$ cat src/rtl/mem_arb_pkg.sv
// Shared types and constants for the memory port arbiter.
package mem_arb_pkg;

  typedef enum logic [1:0] {
    IDLE   = 2'd0,
    ACCESS = 2'd1,
    RESP   = 2'd2
  } state_e;

  typedef enum logic {
    OWN_I = 1'b0,
    OWN_D = 1'b1
  } owner_e;

  // Legal range of the memory read latency and the counter width covering it.
  localparam int READ_LAT_MIN = 1;
  localparam int READ_LAT_MAX = 7;
  localparam int LAT_W        = 3;

endpackage

$ cat src/rtl/mem_arb_rr.sv
// Combinational 2-way round-robin picker between fetch and data requests.
module mem_arb_rr
  import mem_arb_pkg::*;
(
  input  logic   i_req_i,
  input  logic   d_req_i,
  input  owner_e last_owner_i,
  output logic   valid_o,
  output owner_e winner_o
);

  // A lone requester wins; on a conflict the side not served last goes first.
  always_comb begin
    valid_o  = i_req_i | d_req_i;
    winner_o = OWN_I;
    if (d_req_i && (!i_req_i || last_owner_i == OWN_I)) begin
      winner_o = OWN_D;
    end
  end

endmodule

$ cat src/rtl/mem_port_arbiter.sv
// Serialises fetch and load/store accesses onto one single-port memory,
// sequencing the fixed read latency and routing responses to the owner.
module mem_port_arbiter
  import mem_arb_pkg::*;
#(
  parameter int ADDR_W   = 32,
  parameter int DATA_W   = 32,
  parameter int READ_LAT = 2
) (
  input  logic              Clk,
  input  logic              Reset_n,
  input  logic              I_Req,
  input  logic [ADDR_W-1:0] I_Addr,
  output logic              I_Gnt,
  output logic              I_RValid,
  output logic [DATA_W-1:0] I_RData,
  input  logic              D_Req,
  input  logic              D_We,
  input  logic [ADDR_W-1:0] D_Addr,
  input  logic [DATA_W-1:0] D_WData,
  output logic              D_Gnt,
  output logic              D_Done,
  output logic [DATA_W-1:0] D_RData,
  output logic [ADDR_W-1:0] Mem_Addr,
  output logic              Mem_WrEn,
  output logic [DATA_W-1:0] Mem_WData,
  input  logic [DATA_W-1:0] Mem_RData,
  output logic              Busy,
  output logic              Owner
);

  // Counter reload value: a read spends READ_LAT cycles in ACCESS.
  localparam logic [LAT_W-1:0] LAT_LOAD = LAT_W'(READ_LAT - 1);

  state_e            state_q, state_d;
  owner_e            owner_q, owner_d;
  logic [ADDR_W-1:0] addr_q, addr_d;
  logic              we_q, we_d;
  logic [DATA_W-1:0] wdata_q, wdata_d;
  logic [DATA_W-1:0] rdata_q, rdata_d;
  logic [LAT_W-1:0]  lat_q, lat_d;
  logic              pick_valid;
  owner_e            pick_winner;
  logic              first_access;

  // owner_q doubles as last_owner: it is updated on every grant.
  mem_arb_rr u_rr (
    .i_req_i      (I_Req),
    .d_req_i      (D_Req),
    .last_owner_i (owner_q),
    .valid_o      (pick_valid),
    .winner_o     (pick_winner)
  );

  // State and latched access registers; reset aborts any access in flight.
  always_ff @(posedge Clk or negedge Reset_n) begin
    if (!Reset_n) begin
      state_q <= IDLE;
      owner_q <= OWN_I;
      addr_q  <= '0;
      we_q    <= 1'b0;
      wdata_q <= '0;
      rdata_q <= '0;
      lat_q   <= '0;
    end else begin
      state_q <= state_d;
      owner_q <= owner_d;
      addr_q  <= addr_d;
      we_q    <= we_d;
      wdata_q <= wdata_d;
      rdata_q <= rdata_d;
      lat_q   <= lat_d;
    end
  end

  // Next-state logic: sample requests in IDLE, count latency in ACCESS.
  always_comb begin
    state_d = state_q;
    owner_d = owner_q;
    addr_d  = addr_q;
    we_d    = we_q;
    wdata_d = wdata_q;
    rdata_d = rdata_q;
    lat_d   = lat_q;
    case (state_q)
      IDLE: begin
        if (pick_valid) begin
          state_d = ACCESS;
          owner_d = pick_winner;
          lat_d   = LAT_LOAD;
          if (pick_winner == OWN_D) begin
            addr_d  = D_Addr;
            we_d    = D_We;
            wdata_d = D_WData;
          end else begin
            addr_d  = I_Addr;
            we_d    = 1'b0;
          end
        end
      end
      ACCESS: begin
        if (we_q) begin
          state_d = RESP;
        end else if (lat_q == '0) begin
          rdata_d = Mem_RData;
          state_d = RESP;
        end else begin
          lat_d = lat_q - 1'b1;
        end
      end
      RESP:    state_d = IDLE;
      default: state_d = IDLE;
    endcase
  end

  // Output decode; the counter still holds its reload value in the first
  // ACCESS cycle, which marks the grant cycle for reads and stores alike.
  always_comb begin
    first_access = (state_q == ACCESS) && (lat_q == LAT_LOAD);
    I_Gnt        = first_access && (owner_q == OWN_I);
    D_Gnt        = first_access && (owner_q == OWN_D);
    I_RValid     = (state_q == RESP) && (owner_q == OWN_I);
    D_Done       = (state_q == RESP) && (owner_q == OWN_D);
    Mem_WrEn     = (state_q == ACCESS) && we_q;
    Busy         = (state_q != IDLE);
    Owner        = owner_q;
    Mem_Addr     = addr_q;
    Mem_WData    = wdata_q;
    I_RData      = rdata_q;
    D_RData      = rdata_q;
  end

endmodule

$ cat config.mk
export PLATFORM = sky130hd
export DESIGN_NAME = mem_port_arbiter
export DESIGN_NICKNAME = d
export VERILOG_FILES = /design/src/rtl/mem_arb_pkg.sv /design/src/rtl/mem_arb_rr.sv /design/src/rtl/mem_port_arbiter.sv
export SDC_FILE = /design/constraint.sdc
export NUM_CORES = 1
export LEC_CHECK = 0
export ABC_AREA = 1
export BUFFER_PORTS_ARGS = -buffer_cell sky130_fd_sc_hd__buf_2
export CAP_MARGIN = 20
export CORE_MARGIN = 2
export CORE_UTILIZATION = 40
export DETAILED_ROUTE_END_ITERATION = 8
export PLACE_DENSITY_LB_ADDON = 0.3
export SLEW_MARGIN = 20
export SYNTH_ARGS = -nofsm -noshare
export SYNTH_HDL_FRONTEND = slang
export SYNTH_HIERARCHICAL = 1
export SYNTH_SLANG_ARGS = --single-unit
$ cat constraint.sdc
create_clock -name Clk -period 2.7 [get_ports Clk]
set_input_delay 0 -clock Clk [delete_from_list [all_inputs] [get_ports Clk]]
set_output_delay 0 -clock Clk [all_outputs]
set_load 0.005 [all_outputs]
Word-level counts from Yosys, hierarchy flattened
Index checks and enable logic that the tools add are counted.
- register bits after elaboration: 103
- output and inout bits: 135
- logic and storage cells: 47
- add/subtract/negate cells: 1
- equal/unequal tests: 7
- muxes and demuxes: 11
- bitwise gates (word level): 3
- reduce and logical (&&, ||, !) cells: 18
- operators with widths (operator ; number):
    32-bit two-way mux ; 1
    3-bit two-way mux ; 3
    1-bit logical AND ; 7
    2-bit two-way mux ; 3
    2-bit inequality test, second input constant ; 3
    3-bit case mux with 2 select lines ; 1
    3-bit AND reduction ; 2
    2-bit case mux with 2 select lines ; 1
    2-bit AND reduction ; 2
    4-bit AND reduction ; 1
    2-bit nonzero test ; 2
    3-bit by 1-bit equality test with 1-bit output, second input constant ; 1
    3-bit logical NOT ; 1
    3-bit inequality test, second input constant ; 1
    3-bit by 1-bit subtractor with 3-bit output, second input constant ; 1
    2-bit by 1-bit equality test with 1-bit output, second input constant ; 1
    2-bit equality test, second input constant ; 1
    2-bit logical NOT ; 1
    1-bit two-way mux ; 2
    1-bit NOT ; 2
    1-bit logical NOT ; 1
    1-bit logical OR ; 1
    1-bit OR ; 1

Logic depth before layout (Yosys ltp)
Gate-level depths: netlist (run 1).
- depth in word-level cells: 5
- gate-level depth with buffers: 9
- mapped depth without buffers: 8

Modules after synthesis
Netlist (run 1), hierarchy kept.
- by module, submodules not included (module ; instances ; cells each ; area each (um^2) ; seq. area each (um^2)):
    mem_port_arbiter ; 1 ; 595 ; 4829.6 ; 2577.5
    mem_arb_rr ; 1 ; 3 ; 15.0 ; 0.0

Worst setup path after synthesis (run 1)
Ideal clock, no wire load.
- path kind: flip-flop to flip-flop
- start point: register lat_q[0]
- end point: register rdata_q[10] (netlist: D_RData[10])
- arrival time: 1.361 ns
- required time: 2.583 ns
- path slack: 1.223 ns
- cell stages (with the launch flop): 10
- cells stage by stage: dfrtp_1 inv_1 ha_1 ha_1 inv_1 nor2_1 nand2_2 buf_6 nand2_1 nand2_1
- word-level cells in the longest chain between the ends: 2
- RTL lines (item ; line ; text):
    start: declaration ; mem_port_arbiter.sv:41 ; logic [LAT_W-1:0] lat_q, lat_d;
    start signal: assignment ; mem_port_arbiter.sv:72 ; lat_q <= lat_d;
    3-bit logical NOT ; mem_port_arbiter.sv:104 ; end else if (lat_q == '0) begin
    3-bit AND reduction (no line) ; -- ;
    end signal: assignment ; mem_port_arbiter.sv:71 ; rdata_q <= rdata_d;
    end: declaration ; mem_port_arbiter.sv:40 ; logic [DATA_W-1:0] rdata_q, rdata_d;
Every way passes these cells.
A chain may end at the register's enable or synchronous reset.

Final worst setup path (run 1)
- start point: register owner_q (netlist: Owner)
- end point: register addr_q[31] (netlist: Mem_Addr[31])
- word-level cells in the longest chain between the ends: 5
- RTL lines (item ; line ; text):
    start: declaration ; mem_port_arbiter.sv:36 ; owner_e owner_q, owner_d;
    start signal: assignment ; mem_port_arbiter.sv:67 ; owner_q <= owner_d;
    1-bit NOT ; mem_arb_rr.sv:16 ; if (d_req_i && (!i_req_i || last_owner_i == OWN_I)) begin
    1-bit logical OR ; mem_arb_rr.sv:16 ;
    1-bit logical AND ; mem_arb_rr.sv:16 ;
    1-bit two-way mux ; mem_arb_rr.sv:16 ;
    via pick_winner ; mem_port_arbiter.sv:43 ; owner_e pick_winner;
    32-bit two-way mux ; mem_port_arbiter.sv:91 ; if (pick_winner == OWN_D) begin
    end signal: assignment ; mem_port_arbiter.sv:68 ; addr_q <= addr_d;
    end: declaration ; mem_port_arbiter.sv:37 ; logic [ADDR_W-1:0] addr_q, addr_d;
The timed path passes the listed nets, and every way through them passes these cells.

==> impl_metrics.ini, run 1 <==
[setup_path]
startpoint = Owner$_DFFE_PN0P_
cp-start-kind = flop
critical_path_arrival_ns = 2.36
crit_fanout = 65
worst_ep_required_time_ns = 2.93
end_kind = flop
ff2ff_setup_slack_ns = 0.57
critPathKind = reg -> reg
r2r_start = Owner$_DFFE_PN0P_

[placement]
io_buffers = 267
place.gp.congestion = 0.7799
dp_cells = 956
hpwl_um = 8970

[cts]
insertion_delay_ns = 0.35
cts_buffers = 9
path_clk_slew_ns = 0.08
h-tree-depth = 3
ctsResizeCount = 0
cts-root-buf = clkbuf_16
clockBufferDepth = 2
cts_tree = yes
cts.sinks = 103

[cells_and_area]
mostFrequentLayoutCell = buf_2
drive_gt1_share_pct = 31.57
syn_to_final_growth_pct = 54.11
antenna_cells = 0
fin_nets = 1075
nFillCells = 1003
finalNonFillerCells = 1091
final_cell_mix = buf_2 (266), nand2_1 (234), dlygate4sd3_1 (119), dfrtp_1 (103), inv_1 (75)

[sta]
finalCritPeriodShare_pct = 78.75
hold_viol = 0
fmax_mhz = 470.3
max_slew_margin_pct = 55.49
min_period_ns = 2.126
setup_viol = 0
setup_tns_ns = 0
fin_skew_ns = 0.01035
tightest_slew_ns = 0.6670
rsz0062_at_grt = false
maxSlewViolCount = 0

[power]
p_leak_nw = 4.325
pwr-share-clk_pct = 17.6
pwr-share-seq_pct = 39.3
ir_drop_uv = 373.2
pwr_density_cell_nw_per_um2 = 947.4
power.share.switching_pct = 39.45
p_sw_w = 0.002791
intPower_w = 0.004283
pwr-share-comb_pct = 43.2

[synthesis]
yosysWarnings = 6
ys_types = 21
synth_top_cell_area_share_pct = 53.20
syn_inst = 598
synth_area_leaders = dfrtp_1 (53%), nand2_1 (18%), inv_1 (5.8%)
seq_area_frac_synth_pct = 53.20
synth_seq_cells = 103
syn-num-nets = 734
netlist.top_cell.by_area = dfrtp_1
avgSynthCellArea_um2 = 8.101
synth_area_um2 = 4845

[status]
outcome = completed

[route]
wl_per_cell_um = 13.40
ant_nets = 0
wl_um = 14620
drt_first_pass_iters = 5
dr_total_vias = 4987
route.detailed.drc = 0
drt-vias-per-instance = 4.571
drt_iter0_drc = 329

[global_routing]
grt_max_degree = 66
grt_pass1_vias = 4855
grt_pass1_wl_um = 23490
grt.total_usage_pct = 22.90
grt.overflow.total = 0
antenna_found_initial = 0

[die]
dieWidth_um = 114.1
die_area_um2 = 13010
placement_rows = 40
die_h_um = 114.1
start_util_pct = 40.67
core_um2 = 11910
io_pins = 268

[min_path]
min_from = I_Addr[25]
min_path_type = in -> reg

[flow_run]
drv_cap = 0
critical path, stage by stage, from the launching register on:
cell           delay, ns
dfrtp_1             0.45
a21oi_4             0.16
buf_4               0.46
o21ai_0             0.20
dlygate4sd3_1       0.60
nand2_1             0.07
nand2_1             0.06
kinds of logic after synthesis:
logic type      Yosys count  share of synthesized area, %
flops                   103                         53.20
buf+inv                 139                         15.19
fa+ha+maj                 3                        0.7749
simple gates            286                         23.92
compound gates           67                         6.921
final cells by class:
cell class	count	area (um^2)	area share [%]
multi-input cells	356	1545	20.70
clock buffers	9	225.2	3.017
flip-flops and latches	103	2577	34.52
well taps	147	183.9	2.464
repair buffers	392	2587	34.66
clock inverters	7	57.56	0.7709
inverters	77	289.0	3.871
per-stage QoR:
stage	worst slack (ns)	utilization [%]	instance area, um^2	hold WS, ns	power (W)
global placement	0.8394	50.30	5992	0.02632	0.005585
CTS	0.6479	62.68	7466	0.001402	0.007086
global route	0.3975	62.68	7466	0.03687	0.007706
detailed placement	0.7982	50.30	5992	0.03588	0.005643
floorplan	1.223	-	4845	-0.2956	0.004602
finish	0.5738	62.68	7466	0.008116	0.007073
timing repair:
action | in CTS | in global routing
hold buffers | 119 | 0
setup buffers | 0 | 0
hold endpoints to repair | 138 | 0
power groups by stage:
stage	clock network, W	registers, W	logic [W]
floorplan	0	0.00280	0.00180
global placement	0	0.00277	0.00282
detailed placement	0	0.00277	0.00288
CTS	0.00127	0.00277	0.00305
global route	0.00134	0.00287	0.00350
finish	0.00124	0.00278	0.00305
routing by layer:
metal	routed length, um	vias to the layer above	share of wire (%)	global-route usage, %
met1	5832	2238	40	27.23
met5	0	-	0	0
met4	398	0	2.7	10.41
li1	-	2474	-	-
met2	7229	245	49	39.56
met3	1156	30	7.9	5.241
worst paths after layout:
kind / end / cells past startpoint
min in group asynchronous: D_RData[13]$_DFFE_PN0P_ / 2
max reg2reg: Mem_Addr[31]$_DFFE_PN0P_ / 6
min reg2reg: Mem_Addr[10]$_DFFE_PN0P_ / 2
max: Mem_Addr[31]$_DFFE_PN0P_ / 6
max in group asynchronous: Mem_Addr[19]$_DFFE_PN0P_ / 3
min: Mem_Addr[25]$_DFFE_PN0P_ / 5
synth_stat cells:
library cell and count:
a21oi_1 1, buf_2 15, buf_4 36, buf_6 8, clkbuf_1 3, dfrtp_1 103
ha_1 3, inv_1 75, inv_2 2, nand2_1 234, nand2_2 2, nand3_1 36
nand3_2 1, nand4_1 2, nor2_1 6, nor2_2 1, nor2_8 1, nor3_1 2
o21ai_0 43, o21ai_1 23, or2_1 1
registers in the layout (all words and copies together), names as in the netlist:
name and flops:
D_RData 32, Mem_Addr 32, Mem_WData 32, Owner 1, lat_q 3, state_q 2
we_q 1
No activity file was read; power rests on OpenSTA's default activity.
==> run 2, diff against run 1 <==
==> constraint.sdc (replaced) <==
create_clock -name Clk -period 2.1 [get_ports Clk]
set_input_delay 0 -clock Clk [delete_from_list [all_inputs] [get_ports Clk]]
set_output_delay 0 -clock Clk [all_outputs]
set_load 0.005 [all_outputs]
==> run 2 against run 1 <==
Against the previous run: setup slack worse by 0.32 ns; sequential share of layout area increased by 0.15 points; clock skew is 0.0011 ns lower; critical path type is now reg -> out; largest cell class is now sequential cells.
==> impl_metrics.ini, run 2 (synthesized netlist as in run 1, its figures left out) <==
[cells_and_area]
fin_nets = 1071
finalNonFillerCells = 1087
syn_to_final_growth_pct = 53.43
drive_gt1_share_pct = 31.60
fin_area_um2 = 7433
mostFrequentLayoutCell = buf_2
final_cell_mix = buf_2 (266), nand2_1 (234), dlygate4sd3_1 (114), dfrtp_1 (103), inv_1 (75)
antenna_cells = 0
post-route-util_pct = 62.41

[die]
start_util_pct = 40.67
die_h_um = 114.1
io_pins = 268
core_um2 = 11910
placement_rows = 40
die_area_um2 = 13010
dieWidth_um = 114.1

[placement]
dp_cells = 957
hpwl_um = 8951
io_buffers = 267
place.gp.congestion = 0.7564
placed_area_um2 = 6025

[global_routing]
antenna_found_initial = 0
grt.total_usage_pct = 21.95
grt_max_degree = 67
grt_pass1_wl_um = 22830
grt.overflow.total = 0
grt_pass1_vias = 4908

[route]
wl_um = 14120
drt_iter0_drc = 253
wl_per_cell_um = 12.99
dr_total_vias = 4943
drt_first_pass_iters = 4
ant_nets = 0
drt-vias-per-instance = 4.547
route.detailed.drc = 0

[setup_path]
crit_fanout = 35
startpoint = state_q[0]$_DFFE_PN0P_
worst_ep_required_time_ns = 2.10
r2r_start = Owner$_DFFE_PN0P_
end_kind = primary output
critPathKind = reg -> out
critical_path_arrival_ns = 1.85
cp-start-kind = flop

[sta]
min_period_ns = 1.851
hold_viol = 0
maxSlewViolCount = 0
tightest_slew_ns = 0.6165
fin_skew_ns = 0.009249
fmax_mhz = 540.3
setup_viol = 0
finalCritPeriodShare_pct = 88.13
rsz0062_at_grt = false
max_slew_margin_pct = 58.75
setup_tns_ns = 0

[power]
pwr_density_cell_nw_per_um2 = 1214
p_leak_nw = 4.320
ir_drop_uv = 608.3

[min_path]
min_from = I_Addr[4]
min_path_type = in -> reg

[cts]
post_cts_buffers = 0
cts-root-buf = clkbuf_16
cts_buffers = 9
path_clk_slew_ns = 0.07
h-tree-depth = 3
insertion_delay_ns = 0.34
ctsResizeCount = 0
clockBufferDepth = 2
cts.sinks = 103
hold_buffers = 114
cts_tree = yes

[flow_run]
drv_cap = 0

[status]
outcome = completed
-- run 2: worst paths after layout --
check	end	slack, ns	cells after the start
hold reg to reg	Mem_Addr[8]$_DFFE_PN0P_	0.48	2
hold / removal	Mem_Addr[4]$_DFFE_PN0P_	0.004	5
max in group asynchronous	Mem_Addr[15]$_DFFE_PN0P_	1.29	3
setup reg to reg	Mem_Addr[27]$_DFFE_PN0P_	0.26	6
min in group asynchronous	D_RData[19]$_DFFE_PN0P_	0.16	2
setup / recovery	I_Gnt	0.25	6
-- run 2: critical path: stages, from the launching register on --
cell	delay, ns
dfrtp_1	0.48
inv_2	0.11
nor2_8	0.10
buf_4	0.35
nand3_1	0.21
nor2_1	0.13
buf_2	0.13
-- run 2: where the power goes --
group / switching [W] / leakage, nW / total (W) / internal (W)
registers: 0.000632 / 1.28 / 0.00357 / 0.00294
logic: 0.00218 / 2.91 / 0.00394 / 0.00177
clock network: 0.000711 / 0.129 / 0.00152 / 0.000805
-- run 2: routing by layer --
layer | GRT usage, % | share of wire, % | vias to the layer above
met2 | 38.13 | 49 | 225
met4 | 10.24 | 2.5 | 0
met1 | 25.87 | 42 | 2225
li1 | - | - | 2461
met5 | 0 | 0 | -
met3 | 4.870 | 6.7 | 32
-- run 2: metrics by stage --
stage	total power [W]	worst slack [ns]	hold WS [ns]
CTS	0.009059	0.2626	0.0003145
global placement	0.007197	0.4749	-0.02416
floorplan	0.005917	0.6228	-0.2956
finish	0.009026	0.2492	0.004412
detailed placement	0.007275	0.4093	-0.02322
global route	0.009815	0.1167	0.02769
-- run 2: final cells by class --
class	instances	area (um^2)
clock inverters	5	35.03
well taps	147	183.9
multi-input cells	356	1545
inverters	77	289.0
flip-flops and latches	103	2577
fillers	994	4478
clock buffers	11	232.7
repair buffers	388	2570
==> run 3, diff against run 2 <==
--- a/config.mk
+++ b/config.mk
@@ -8,6 +8,7 @@
 export ABC_AREA = 1
 export BUFFER_PORTS_ARGS = -buffer_cell sky130_fd_sc_hd__buf_2
 export CAP_MARGIN = 20
+export CORE_ASPECT_RATIO = 0.8
 export CORE_MARGIN = 2
 export CORE_UTILIZATION = 40
 export DETAILED_ROUTE_END_ITERATION = 8
==> run 3 against run 2 <==
Against the previous run: critical endpoint is now Mem_Addr[15]$_DFFE_PN0P_; combinational power barely moved; non-clock buffer count did not move; flip-flop and latch count did not move; critical path depth rose by 1; highest routed layer unchanged.
==> impl_metrics.ini, run 3 (synthesized netlist as in run 1, its figures left out) <==
[setup_path]
r2r_start = Owner$_DFFE_PN0P_
cp-start-kind = flop
critPathKind = reg -> reg
crit_fanout = 48
ff2ff_setup_slack_ns = 0.15
startpoint = Owner$_DFFE_PN0P_
r2r_cells = 7
critPathCapture = Mem_Addr[15]$_DFFE_PN0P_
critical_path_arrival_ns = 2.23
worst_ep_required_time_ns = 2.38
r2r-end = Mem_Addr[15]$_DFFE_PN0P_
end_kind = flop

[power]
pwr-share-comb_pct = 42.5
intPower_w = 0.005800
power.share.switching_pct = 37.91
pwr-share-clk_pct = 19.2
p_leak_nw = 4.342
pwr_density_cell_nw_per_um2 = 1250
ir_drop_uv = 592.3
pwr-share-seq_pct = 38.4
p_sw_w = 0.003542

[cts]
path_clk_slew_ns = 0.07
cts_tree = yes
insertion_delay_ns = 0.33
cts.sinks = 103
cts-root-buf = clkbuf_16
clockBufferDepth = 2
cts_buffers = 9
h-tree-depth = 3

[route]
ant_nets = 0
drt-vias-per-instance = 4.557
drt_iter0_drc = 263
wl_um = 14670
route.detailed.drc = 0
drt_first_pass_iters = 4
dr_total_vias = 4949
wl_per_cell_um = 13.51

[cells_and_area]
syn_to_final_growth_pct = 54.31
mostFrequentLayoutCell = buf_2
post-route-util_pct = 64.18
fin_nets = 1071
drive_gt1_share_pct = 31.77
antenna_cells = 0
final_cell_mix = buf_2 (266), nand2_1 (234), dlygate4sd3_1 (113), dfrtp_1 (103), inv_1 (75)

[die]
die_area_um2 = 13010
start_util_pct = 41.59
placement_rows = 35
dieWidth_um = 127.0
core_um2 = 11650
io_pins = 268
die_h_um = 102.4

[sta]
hold_viol = 0
max_slew_margin_pct = 60.95
layout_setup_ws_ns = 0.1481
maxSlewViolCount = 0
finalCritPeriodShare_pct = 92.95
fmax_mhz = 512.3
setup_tns_ns = 0
setup_viol = 0
min_period_ns = 1.952
tightest_slew_ns = 0.5838
rsz0062_at_grt = false
fin_skew_ns = 0.006701

[placement]
place.gp.congestion = 0.7800
pre_cts_slack_ns = 0.4189
io_buffers = 267
hpwl_um = 9156

[global_routing]
antenna_found_initial = 0
grt.overflow.total = 0
grt_max_degree = 66
grt_pass1_wl_um = 22950
grt_pass1_vias = 4711
grt.total_usage_pct = 22.16

[flow_run]
drv_cap = 0

[status]
outcome = completed

[min_path]
min_path_type = in -> reg
min_from = I_Addr[30]
-- run 3: worst min path at each step --
stage                                           to  slack (ns)  cells after the start
after floorplan             D_RData[0]$_DFFE_PN0P_       -0.30                      0
after global placement    Mem_Addr[29]$_DFFE_PN0P_       -0.04                      1
after detailed placement  Mem_Addr[29]$_DFFE_PN0P_       -0.04                      1
after CTS                  Mem_Addr[9]$_DFFE_PN0P_      0.0006                      5
after global routing       Mem_Addr[7]$_DFFE_PN0P_        0.02                      5
final                     Mem_Addr[30]$_DFFE_PN0P_        0.02                      5
-- run 3: critical path: stages, from the launching register on --
cell and delay (ns):
dfrtp_1 0.46, a21oi_4 0.17, buf_6 0.28, nand2_1 0.11, o21ai_0 0.13, dlygate4sd3_1 0.60, nand2_1 0.05, nand2_1 0.08
-- run 3: power by group through the flow --
stage          Clock (W)  Sequential (W)  Combinational [W]
3_3_place_gp           0         0.00355            0.00366
3_5_place_dp           0         0.00355            0.00376
2_1_floorplan          0         0.00360            0.00232
4_1_cts          0.00184         0.00355            0.00397
6_report         0.00179         0.00358            0.00397
5_1_grt          0.00193         0.00369            0.00451
-- run 3: layout make-up --
type	instances	area, um^2
Clock buffer	11	252.7
Fill cell	956	4173
Tap cell	148	185.2
Inverter	77	289.0
Timing Repair Buffer	388	2559
Sequential cell	103	2577
Clock inverter	3	67.56
Multi-Input combinational cell	356	1545
-- run 3: through the flow --
stage / power, W / cell area [um^2] / hold slack [ns] / instances
2_1_floorplan: 0.005917 / 4845 / -0.2956 / 598
3_3_place_gp: 0.007214 / 6021 / -0.03887 / 959
3_5_place_dp: 0.007316 / 6021 / -0.03685 / 959
4_1_cts: 0.009369 / 7472 / 0.0006251 / 1086
5_1_grt: 0.01014 / 7476 / 0.02039 / 1086
6_report: 0.009342 / 7476 / 0.01704 / 1086
-- run 3: routing by layer --
metal / vias up / GRT usage, % / share of wire, %
met5: - / 0 / 0
met4: 0 / 6.932 / 1.9
met3: 27 / 5.707 / 7.3
met2: 216 / 39.33 / 50
met1: 2247 / 26.83 / 41
li1: 2459 / - / -
-- run 3: repair_timing --
| item | 4_1_cts | 5_1_grt |
|---|---|---|
| endpoints found under the setup margin | 0 | 3 |
| hold endpoints to repair | 121 | 0 |
| hold buffers | 113 | 0 |
| resized for setup | 0 | 1 |
| setup buffers | 0 | 0 |
